### src/rtl/narrow_mem_bridge.sv
// Bridges one wide core request/response onto a narrow lane-serial external bus.
// Writes stream Beats lanes out; reads send one address beat and then collect Beats lanes.
module narrow_mem_bridge #(
  parameter int DataWidth = 32,
  parameter int LaneWidth = 4,
  parameter int AddrWidth = 32
) (
  input  logic                   clk,
  input  logic                   rst,
  input  logic [AddrWidth-1:0]   req_addr_i,
  input  logic [DataWidth-1:0]   req_wdata_i,
  input  logic [DataWidth/8-1:0] req_strb_i,
  input  logic                   req_write_i,
  input  logic                   req_valid_i,
  output logic                   req_ready_o,
  output logic [DataWidth-1:0]   rsp_rdata_o,
  output logic                   rsp_valid_o,
  input  logic                   rsp_ready_i,
  output logic [AddrWidth-1:0]   ext_addr_o,
  output logic [LaneWidth-1:0]   ext_data_o,
  output logic                   ext_strb_o,
  output logic                   ext_write_o,
  output logic                   ext_valid_o,
  input  logic                   ext_ready_i,
  input  logic [LaneWidth-1:0]   ext_data_i,
  input  logic                   ext_rvalid_i,
  output logic                   ext_rready_o
);

  localparam int Beats     = DataWidth / LaneWidth;
  localparam int StrbWidth = DataWidth / 8;
  localparam int CntWidth  = (Beats > 1) ? $clog2(Beats) : 1;
  localparam logic [CntWidth-1:0] LastBeat = CntWidth'(Beats - 1);

  typedef enum logic [2:0] {
    IDLE,
    WSEND,
    RADDR,
    RRECV,
    RSP
  } state_e;

  state_e                           state_q, state_d;
  logic [CntWidth-1:0]              cnt_q, cnt_d;
  logic [AddrWidth-1:0]             addr_q, addr_d;
  logic [Beats-1:0][LaneWidth-1:0]  wdata_q, wdata_d;
  logic [StrbWidth-1:0]             strb_q, strb_d;
  logic                             write_q, write_d;
  logic [Beats-1:0][LaneWidth-1:0]  rdata_q, rdata_d;
  logic [Beats-1:0]                 lane_strb;
  logic                             last_beat;

  // Each lane inherits the strobe of the byte that contains it.
  always_comb begin
    lane_strb = '0;
    for (int i = 0; i < Beats; i++) begin
      lane_strb[i] = strb_q[(i * LaneWidth) / 8];
    end
  end

  assign last_beat = (cnt_q == LastBeat);

  always_comb begin
    state_d = state_q;
    cnt_d   = cnt_q;
    addr_d  = addr_q;
    wdata_d = wdata_q;
    strb_d  = strb_q;
    write_d = write_q;
    rdata_d = rdata_q;

    unique case (state_q)
      IDLE: begin
        if (req_valid_i) begin
          addr_d  = req_addr_i;
          wdata_d = req_wdata_i;
          strb_d  = req_strb_i;
          write_d = req_write_i;
          cnt_d   = '0;
          rdata_d = '0;
          state_d = req_write_i ? WSEND : RADDR;
        end
      end
      WSEND: begin
        if (ext_ready_i) begin
          cnt_d = last_beat ? '0 : cnt_q + CntWidth'(1);
          if (last_beat) begin
            state_d = RSP;
          end
        end
      end
      RADDR: begin
        if (ext_ready_i) begin
          state_d = RRECV;
        end
      end
      RRECV: begin
        if (ext_rvalid_i) begin
          rdata_d[cnt_q] = ext_data_i;
          cnt_d = last_beat ? '0 : cnt_q + CntWidth'(1);
          if (last_beat) begin
            state_d = RSP;
          end
        end
      end
      RSP: begin
        if (rsp_ready_i) begin
          state_d = IDLE;
        end
      end
      default: state_d = IDLE;
    endcase
  end

  always_ff @(posedge clk) begin
    if (rst) begin
      state_q <= IDLE;
      cnt_q   <= '0;
      addr_q  <= '0;
      wdata_q <= '0;
      strb_q  <= '0;
      write_q <= 1'b0;
      rdata_q <= '0;
    end else begin
      state_q <= state_d;
      cnt_q   <= cnt_d;
      addr_q  <= addr_d;
      wdata_q <= wdata_d;
      strb_q  <= strb_d;
      write_q <= write_d;
      rdata_q <= rdata_d;
    end
  end

  // Outputs depend only on registered state, so no input reaches an output combinationally.
  assign req_ready_o  = (state_q == IDLE);
  assign rsp_valid_o  = (state_q == RSP);
  assign rsp_rdata_o  = rdata_q;
  assign ext_addr_o   = addr_q;
  assign ext_write_o  = write_q;
  assign ext_valid_o  = (state_q == WSEND) || (state_q == RADDR);
  assign ext_data_o   = (state_q == WSEND) ? wdata_q[cnt_q] : '0;
  assign ext_strb_o   = (state_q == WSEND) ? lane_strb[cnt_q] : 1'b0;
  assign ext_rready_o = (state_q == RRECV);

endmodule

### config.mk
export PLATFORM = sky130hd
export DESIGN_NAME = narrow_mem_bridge
export DESIGN_NICKNAME = d
export VERILOG_FILES = /design/src/rtl/narrow_mem_bridge.sv
export SDC_FILE = /design/constraint.sdc
export NUM_CORES = 1
export LEC_CHECK = 0
export CORE_MARGIN = 2
export CORE_UTILIZATION = 25
export CTS_CLUSTER_SIZE = 28
export DETAILED_ROUTE_END_ITERATION = 10
export PLACE_DENSITY = 0.61
export SLEW_MARGIN = 20
export SYNTH_ARGS = -nofsm -noshare
export SYNTH_HDL_FRONTEND = slang
export SYNTH_SLANG_ARGS = --single-unit
export TNS_END_PERCENT = 20
### constraint.sdc
create_clock -name clk -period 1.93 [get_ports clk]
set_clock_uncertainty 0.15 [all_clocks]
set_input_delay 0.386 -clock clk [delete_from_list [all_inputs] [get_ports clk]]
set_output_delay 0.386 -clock clk [all_outputs]
set_load 0.02 [all_outputs]
==> impl_metrics.env <==
export IMPL_status="complete, but fails checks"
export IMPL_violations="negative setup slack"
export IMPL_start_kind="register"
export IMPL_setup_tns_final_ps=-1230
export IMPL_pre_cts_ws_ps=-533
export IMPL_holdBufCountCts=0
export IMPL_antenna_found_initial=0
export IMPL_ios=153
export IMPL_initial_core_util_pct=25.3
export IMPL_syn_instance_count=492
export IMPL_muxShareOfSynthArea_pct=4.92
export IMPL_ys_seq_area_share_pct=49.2
export IMPL_grt_pass1_vias=3828
export IMPL_htree_levels=3
export IMPL_crit_cells=4
export IMPL_critPathLaunch="cnt_q[0]"
export IMPL_synth_xor_area_share_pct=0.201
export IMPL_drc_errors=0
export IMPL_synth_edff_count=0
export IMPL_overflow=0
export IMPL_regToRegEndpoint="cnt_q[0]"
export IMPL_reg2reg_from="cnt_q[1]"
export IMPL_std_cell_rows=48
export IMPL_hold_violations=0
export IMPL_p_per_area_nw_per_um2=1080
export IMPL_crit_chain="mux4_2 -> mux2i_2 -> nor3_2 -> buf_4"
export IMPL_fin_crit_sh_pct=116
export IMPL_min_period_ps=2240
export IMPL_critPathTopFamily="multiplexers"
export IMPL_worst_pin_slew_ps=591
export IMPL_ir_drop_mv=0.646
export IMPL_syn_nets=573
export IMPL_ys_types=43
export IMPL_die_w_um=136
export IMPL_clk_latency_ps=350
export IMPL_die_h_um=136
export IMPL_cts_root_buf="clkbuf_16"
export IMPL_crit_path_end_kind="output pin"
export IMPL_synth_area_um2=4350
export IMPL_slowest_delay_ps=520
export IMPL_cp_endpoint="ext_data_o[0]"
export IMPL_avgSynthCellArea_um2=8.84
export IMPL_p_leak_nw=2.40
export IMPL_fin_cells=898
export IMPL_synthFlopType="dfxtp_1"
export IMPL_final_nets=749
export IMPL_async_flop_share_pct=0
export IMPL_synth_compound_area_share_pct=21.0
export IMPL_cts_made_buffers=9
export IMPL_synthAdderAreaFrac_pct=0.575
export IMPL_drive_gt1_share_pct=16.6
export IMPL_r2r_slack_ps=30
export IMPL_arrival_ps=1700
export IMPL_synthSimpleGateAreaFrac_pct=19.1
export IMPL_postRouteAntennaNets=0
export IMPL_cts_path_max_buffers=2
export IMPL_setup_violations=5
export IMPL_place_congestion=0.704
export IMPL_grt_start_max_net_pins=51
export IMPL_reg2reg_depth=6
export IMPL_max_cap_viol_count=0
export IMPL_ys_seq_elements=107
export IMPL_wl_per_cell_um=13.9
export IMPL_via_per_inst=4.45
export IMPL_cts_sinks=107
export IMPL_vias=3998
export IMPL_grt_use_total_pct=13.9
export IMPL_grt_pass1_wl_um=19900
export IMPL_synthToLayoutAreaGrowth_pct=54.5
export IMPL_core_area_um2=17200
export IMPL_worstPathMaxFanout=6
export IMPL_die_area_um2=18500
export IMPL_required_ps=1390
export IMPL_dpl_cell_count=882
export IMPL_synth_top_family_by_area="compound AO/OA/AOI/OAI gates"
export IMPL_max_clock_freq_ghz=0.447
export IMPL_tritoncts="done"
export IMPL_max_slew_margin_pct=60.6
export IMPL_hpwl_um=9100
export IMPL_critPathSlowestCell="mux4_2"
export IMPL_ys_warn_count=0
export IMPL_setup_slack_ps=-309
export IMPL_whs_ps=303
export IMPL_slew_viol_final=0
export IMPL_diodes=0
export IMPL_worst_setup_path_type="reg2out"
export IMPL_grt_setup_unrepaired="true"
export IMPL_drtIter0Drc=198
export IMPL_clkTransAtPathRegs_ps=70
export IMPL_wl_um=12500
export IMPL_hp_class="reg2reg"
export IMPL_io_buffers=152
export IMPL_drtPass1Iterations=4
export IMPL_cp_num_buf_inv=1
==> flip-flops by register name, indices dropped and copies added, names as in the netlist <==
register / count
state_q: 3
rsp_rdata_o: 32
wdata_q: 32
cnt_q: 3
strb_q: 4
ext_addr_o: 32
ext_write_o: 1
==> metal layers <==
layer  wire length, um  GRT usage, %  part of all wire [%]  vias to the layer above
met4               152          4.34                   1.2                        0
met5                 0             0                     0                        -
li1                  -             -                     -                     2051
met1              5550          16.7                    44                     1820
met2              5820          22.8                    47                      116
met3               963          5.37                   7.7                       11
==> worst min path at each step <==
stage	startpoint	to	slack, ps	cells past startpoint
final	ext_addr_o[8]	ext_addr_o[8]	300	2
after global routing	strb_q[3]	strb_q[3]	320	2
after CTS	wdata_q[21]	wdata_q[21]	310	2
after detailed placement	wdata_q[16]	wdata_q[16]	290	2
after global placement	ext_addr_o[24]	ext_addr_o[24]	290	2
after floorplan	wdata_q[16]	wdata_q[16]	280	2
==> Yosys cell counts (all sizes together), types with 2 or more instances <==
master	number	area, um^2
o21ai	9	45.0
nand2	153	574
mux2i	9	90.1
a21oi	83	487
buf	20	151
nand3b	2	15.0
o32ai	2	17.5
mux4	5	113
nor2b	2	12.5
nor3	4	30.0
o2bb2ai	32	280
nor2	9	33.8
clkbuf	16	60.1
inv	2	7.51
dfxtp	107	2140
ha	2	25.0
nand3	6	30.0
nand4b	3	26.3
o31ai	2	15.0
and2	2	12.5
nand2b	6	37.5
or4	2	15.0
==> per-stage QoR <==
| stage | total power, mW | utilization (%) | area (um^2) |
|---|---|---|---|
| global placement | 5.37 | 37.2 | 6390 |
| global route | 7.67 | 39.2 | 6730 |
| detailed placement | 5.38 | 37.2 | 6390 |
| CTS | 7.35 | 39.1 | 6720 |
| floorplan | 4.25 | - | 4360 |
| finish | 7.24 | 39.2 | 6730 |
==> logic make-up (layout without fill, tap and decap cells) <==
kind of cell / Yosys count / after routing
AOI/OAI and AO/OA: 135 / 135
xor gates and xnor gates: 1 / 1
adders and majority gates: 2 / 2
and+or+nand+nor: 194 / 194
muxes: 15 / 15
buffers and inverters: 38 / 219
DFF: 107 / 107
==> worst min-delay path, stage by stage, from the launching register on <==
cell	delay [ps]
dfxtp_1	310
nand2_1	50
a21oi_1	50
==> layout by cell type (no fill, tap or decap), types with 4 or more instances in the layout <==
cell type and instances:
nand2_1 152, clkdlybuf4s50_1 142, dfxtp_1 104, a21oi_1 66, buf_4 43, o2bb2ai_1 32, a21oi_2 16, nor2_1 9
o21ai_0 9, clkbuf_16 9, mux2i_1 7, nand2b_1 6, nand3_1 6, buf_12 6, mux4_2 5, buf_6 4
buf_2 4
==> area by class of cell <==
| class | instances | area [um^2] |
|---|---|---|
| clock buffer | 13 | 270 |
| clock inverter | 3 | 43.8 |
| fill | 1765 | 10500 |
| inverter | 2 | 7.51 |
| multi-input combinational | 347 | 2020 |
| sequential | 107 | 2150 |
| tap | 225 | 282 |
| timing repair buffer | 201 | 1950 |
==> what timing repair did <==
action / 4_1_cts / 5_1_grt
buffers inserted: 0 / 0
gates resized for setup: 47 / 7
setup endpoints to repair: 12 / 12
cloned: 0 / 0
pin swaps: 2 / 2
==> power breakdown <==
part	leakage [nW]	switching [mW]	internal [mW]
Combinational	1.37	1.36	1.21
Clock	0.156	0.837	1.12
Sequential	0.874	0.190	2.53
Total	2.40	2.38	4.86
Note: power is estimated with default switching activity, not from simulation.
